### src/rtl/serial_subtractor.sv
// Bit-serial subtractor: computes a - b one bit per clock, LSB first, with borrow/overflow/zero flags.
// Optional zero flag is built only when SERIAL_SUBTRACTOR_ZERO_FLAG_EN is defined.
module serial_subtractor #(
    parameter int WIDTH = 4
) (
    input  logic             clk,
    input  logic             rst_n,
    input  logic             start,
    input  logic [WIDTH-1:0] a,
    input  logic [WIDTH-1:0] b,
    output logic             busy,
    output logic             done,
    output logic [WIDTH-1:0] diff,
    output logic             borrow,
    output logic             over,
    output logic             zero
);

    localparam int CNT_W = (WIDTH <= 2) ? 1 : $clog2(WIDTH);

    typedef enum logic [1:0] {
        IDLE = 2'd0,
        RUN  = 2'd1,
        DONE = 2'd2
    } state_t;

    state_t           state_reg;
    logic [WIDTH-1:0] a_sh_reg;
    logic [WIDTH-1:0] b_sh_reg;
    logic [WIDTH-1:0] d_sh_reg;
    logic [CNT_W-1:0] cnt_reg;
    logic             br_reg;
    logic             a_msb_reg;
    logic             b_msb_reg;
    logic             busy_reg;
    logic             done_reg;
    logic [WIDTH-1:0] diff_reg;
    logic             borrow_reg;
    logic             over_reg;

    logic             ai;
    logic             bi;
    logic             d_bit;
    logic             br_next;
    logic [WIDTH-1:0] diff_next;
    logic             over_next;
    logic             last_bit;

    // One full-subtractor slice; result bits enter at the MSB so the
    // register holds the aligned difference after WIDTH shifts.
    always_comb begin
        ai        = a_sh_reg[0];
        bi        = b_sh_reg[0];
        d_bit     = ai ^ bi ^ br_reg;
        br_next   = (~ai & bi) | (~(ai ^ bi) & br_reg);
        diff_next = {d_bit, d_sh_reg[WIDTH-1:1]};
        over_next = (a_msb_reg != b_msb_reg) & (diff_next[WIDTH-1] != a_msb_reg);
        last_bit  = (cnt_reg == CNT_W'(WIDTH - 1));
    end

`ifdef SERIAL_SUBTRACTOR_ZERO_FLAG_EN
    logic zero_reg;
`endif

    always_ff @(posedge clk or negedge rst_n) begin
        if (!rst_n) begin
            state_reg  <= IDLE;
            a_sh_reg   <= '0;
            b_sh_reg   <= '0;
            d_sh_reg   <= '0;
            cnt_reg    <= '0;
            br_reg     <= 1'b0;
            a_msb_reg  <= 1'b0;
            b_msb_reg  <= 1'b0;
            busy_reg   <= 1'b0;
            done_reg   <= 1'b0;
            diff_reg   <= '0;
            borrow_reg <= 1'b0;
            over_reg   <= 1'b0;
`ifdef SERIAL_SUBTRACTOR_ZERO_FLAG_EN
            zero_reg   <= 1'b0;
`endif
        end else begin
            case (state_reg)
                IDLE, DONE: begin
                    done_reg <= 1'b0;
                    if (start) begin
                        state_reg <= RUN;
                        busy_reg  <= 1'b1;
                        a_sh_reg  <= a;
                        b_sh_reg  <= b;
                        a_msb_reg <= a[WIDTH-1];
                        b_msb_reg <= b[WIDTH-1];
                        d_sh_reg  <= '0;
                        cnt_reg   <= '0;
                        br_reg    <= 1'b0;
                    end else begin
                        state_reg <= IDLE;
                    end
                end
                RUN: begin
                    a_sh_reg <= a_sh_reg >> 1;
                    b_sh_reg <= b_sh_reg >> 1;
                    d_sh_reg <= diff_next;
                    br_reg   <= br_next;
                    cnt_reg  <= cnt_reg + CNT_W'(1);
                    if (last_bit) begin
                        state_reg  <= DONE;
                        busy_reg   <= 1'b0;
                        done_reg   <= 1'b1;
                        diff_reg   <= diff_next;
                        borrow_reg <= br_next;
                        over_reg   <= over_next;
`ifdef SERIAL_SUBTRACTOR_ZERO_FLAG_EN
                        zero_reg   <= (diff_next == '0);
`endif
                    end
                end
                default: begin
                    state_reg <= IDLE;
                    busy_reg  <= 1'b0;
                    done_reg  <= 1'b0;
                end
            endcase
        end
    end

    assign busy   = busy_reg;
    assign done   = done_reg;
    assign diff   = diff_reg;
    assign borrow = borrow_reg;
    assign over   = over_reg;

`ifdef SERIAL_SUBTRACTOR_ZERO_FLAG_EN
    assign zero = zero_reg;
`else
    assign zero = 1'b0;
`endif

endmodule

### config.mk
export PLATFORM = sky130hd
export DESIGN_NAME = serial_subtractor
export DESIGN_NICKNAME = d
export VERILOG_FILES = /design/src/rtl/serial_subtractor.sv
export SDC_FILE = /design/constraint.sdc
export NUM_CORES = 1
export LEC_CHECK = 0
export CAP_MARGIN = 5
export CORE_MARGIN = 2
export CORE_UTILIZATION = 46
export CTS_CLUSTER_SIZE = 28
export DETAILED_ROUTE_END_ITERATION = 12
export GPL_TIMING_DRIVEN = 0
export PLACE_DENSITY_LB_ADDON = 0.25
export SYNTH_ARGS = -nofsm -noshare
export SYNTH_HDL_FRONTEND = slang
export SYNTH_SLANG_ARGS = --single-unit
### constraint.sdc
create_clock -name clk -period 1.4 [get_ports clk]
set_input_delay 0.42 -clock clk [delete_from_list [all_inputs] [get_ports clk]]
set_output_delay 0.42 -clock clk [all_outputs]
set_load 0.01 [all_outputs]
==> results.sh <==
export IMPL_outcome="finished, violations left"
export IMPL_violations="negative setup slack"
export IMPL_first_pass_iters=4
export IMPL_maxSlewViolCount=0
export IMPL_finalInstanceArea_um2=1434
export IMPL_wl_um=2296
export IMPL_cts_htree_levels=1
export IMPL_clock_skew_ns=0.005214
export IMPL_power_share_switching_pct=36.55
export IMPL_maxSlewHeadroom_pct=27.04
export IMPL_hold_viol_final=0
export IMPL_drc=0
export IMPL_crit_path_start_kind="register"
export IMPL_ioPinCount=20
export IMPL_portBuffers=18
export IMPL_worst_slack_ns=-0.08157
export IMPL_crit_slowest_cell="fa_2"
export IMPL_power_frac_clock_pct=10.6
export IMPL_drive_gt1_share_pct=27.91
export IMPL_ys_warn_count=0
export IMPL_fmax_ghz=0.6750
export IMPL_grt_first_pass_wirelength_um=3753
export IMPL_tns_ns=-0.08157
export IMPL_area_growth_pct=20.63
export IMPL_fin_crit_ns=1.482
export IMPL_cts_tree="done"
export IMPL_netlist_area_um2=1189
export IMPL_path_depth=3
export IMPL_p_int_mw=1.969
export IMPL_via_count=869
export IMPL_path_class="register to register"
export IMPL_fin_nets=143
export IMPL_initial_utilization_pct=48.42
export IMPL_rows=18
export IMPL_rr_worst_depth=3
export IMPL_power_per_cell_area_nw_per_um2=2164
export IMPL_fp_dieW_um=54.84
export IMPL_crit_buf_inv=0
export IMPL_period_share_pct=105.8
export IMPL_clock_latency_ns=0.32
export IMPL_ir_worst_vdd_v=0.001164
export IMPL_grt_total_usage_pct=17.75
export IMPL_clk_pin_slew_ns=0.14
export IMPL_ff2ff_setup_slack_ns=-0.08
export IMPL_core_area_um2=2455
export IMPL_chipHeight_um=54.84
export IMPL_critical_path_peak_fanout=4
export IMPL_postSynthAreaPerCell_um2=11.65
export IMPL_crit_family="adder cells"
export IMPL_finalSetupViolations=1
export IMPL_holdCritPathClass="input port to asynchronous set/reset pin"
export IMPL_clockRootBuffer="clkbuf_4"
export IMPL_synth_distinct_cells=25
export IMPL_maxCapViolCount=0
export IMPL_drt_iter0_drc=10
export IMPL_cpPeakStageDelay_ns=0.50
export IMPL_p_leak_nw=0.6782
export IMPL_tightest_slew_ns=1.094
export IMPL_grt_max_degree=26
export IMPL_die_area_um2=3007
export IMPL_synth_yosys_seq_area_share_pct=52.63
export IMPL_cp_startpoint="a_sh_reg[0]"
export IMPL_end_kind="register"
export IMPL_dp_hpwl_um=1603
export IMPL_antenna_found_initial=0
export IMPL_synthCells=102
export IMPL_ys_ff_latch=25
export IMPL_cts_path_max_buffers=2
export IMPL_p_switching_mw=1.134
export IMPL_crit_chain="fa_2 -> mux2_4 -> a22o_1"
export IMPL_ant_nets=0
export IMPL_wl_per_cell_um=14.44
export IMPL_p_comb_share_pct=47.9
export IMPL_dpl_instance_area_um2=1406
export IMPL_gp_congestion=0.7461
export IMPL_synthesis_nets=115
export IMPL_crit_required_ns=1.63
export IMPL_r2r_end="d_sh_reg[3]"
export IMPL_cts_buffers=3
export IMPL_seqPwrFrac_pct=41.5
export IMPL_arrival_ns=1.71
export IMPL_cts_sinks=25
export IMPL_grt_pass1_vias=784
export IMPL_antennaDiodeCount=0
export IMPL_r2r_start="a_sh_reg[0]"
export IMPL_vias_per_cell=5.465
export IMPL_grt_overflow=0
export IMPL_n_fill_cell=229
export IMPL_rsz0062_at_grt="true"
worst max-delay path by stage:
| stage | to |
|---|---|
| 3_5_place_dp | a_sh_reg[2] |
| 4_1_cts | d_sh_reg[3] |
| 3_3_place_gp | b_sh_reg[3] |
| 2_1_floorplan | d_sh_reg[3] |
| 5_1_grt | d_sh_reg[3] |
| 6_report | d_sh_reg[3] |
power groups by stage:
stage	combinational, mW	clock [mW]	sequential [mW]
after floorplan	1.01	0	1.30
after global placement	1.43	0	1.29
after detailed placement	1.49	0	1.32
after CTS	1.53	0.337	1.29
after global routing	1.67	0.361	1.34
final	1.49	0.328	1.29
routing by layer:
metal	vias up	part of all wire, %	global-route usage, %
li1	410	-	-
met1	440	45	23.95
met2	15	50	28.37
met3	4	3.3	2.459
met4	0	1.3	7.500
met5	-	0	0
synthesized netlist by cell type:
| library cell | n | share of area (%) |
|---|---|---|
| a21oi_1 | 7 | 2.9 |
| fa_1 | 1 | 1.7 |
| and2_1 | 1 | 0.53 |
| o22ai_1 | 2 | 1.1 |
| ha_1 | 1 | 1.1 |
| dfrtp_1 | 25 | 53 |
| buf_6 | 1 | 0.95 |
| conb_1 | 1 | 0.32 |
| xnor2_1 | 1 | 0.74 |
| a211oi_1 | 4 | 2.5 |
| nand3b_4 | 1 | 1.7 |
| a22o_1 | 7 | 5.2 |
| nor2_2 | 1 | 0.53 |
| mux2i_1 | 6 | 5.1 |
| mux2_4 | 2 | 2.5 |
| nor2b_1 | 6 | 3.2 |
| o21ai_0 | 5 | 2.1 |
| nand3_1 | 1 | 0.42 |
| nor2_1 | 2 | 0.63 |
| nand2_1 | 9 | 2.8 |
| buf_4 | 4 | 2.5 |
| nand2b_1 | 2 | 1.1 |
| mux2_2 | 6 | 5.7 |
| inv_1 | 5 | 1.6 |
| nor3b_1 | 1 | 0.63 |
what timing repair did:
action | in CTS | in global routing
hold buffers | 0 | 0
buffers inserted | 4 | 1
resized for setup | 23 | 8
pin swaps | 1 | 1
setup endpoints to repair | 35 | 9
cell type report:
cell class                 instances  area [um2]  area share [%]
buffer                             5       41.29           2.880
clock buffer                       3       22.52           1.571
clock inverter                     1       5.005          0.3490
inverter                           5       18.77           1.309
multi-input combinational         67       505.5           35.25
sequential                        25       626.9           43.72
tap                               30       37.54           2.618
timing repair buffer              23       176.4           12.30
metrics by stage:
stage               std cells  hold WS [ns]  util, %  setup slack (ns)  total power, mW
global route              159        0.5036    58.41           -0.1161            3.373
global placement          150        0.4605    57.29           -0.3872            2.723
CTS                       158        0.4431    59.53          -0.09962            3.158
finish                    159        0.4036    58.41          -0.08157            3.103
floorplan                 102        0.1244        -          -0.05143            2.310
detailed placement        150        0.4698    57.29           -0.4101            2.805
placed cells by master, fill, tap and decap left out, types with 2 or more instances in the layout:
cell	n
mux2_2	6
inv_1	3
a22o_1	7
a21oi_1	7
o22ai_1	2
mux2i_1	6
o21ai_0	4
clkbuf_2	7
clkdlybuf4s50_1	9
nor2_1	2
nand2b_1	2
buf_4	9
clkbuf_4	3
nor2b_1	6
dfrtp_1	24
nand2_1	9
mux2_4	2
inv_2	2
a211oi_1	4
cells by family after synthesis:
family | after synthesis | synth area share [%]
DFF | 25 | 52.63
xor gates and xnor gates | 1 | 0.7370
AOI/OAI and AO/OA | 25 | 13.79
muxes | 14 | 13.26
buffers and inverters | 10 | 5.053
other | 1 | 0.3155
adders and majority gates | 2 | 2.737
and+or+nand+nor | 24 | 11.47
Note: power is estimated with default switching activity, not from simulation.
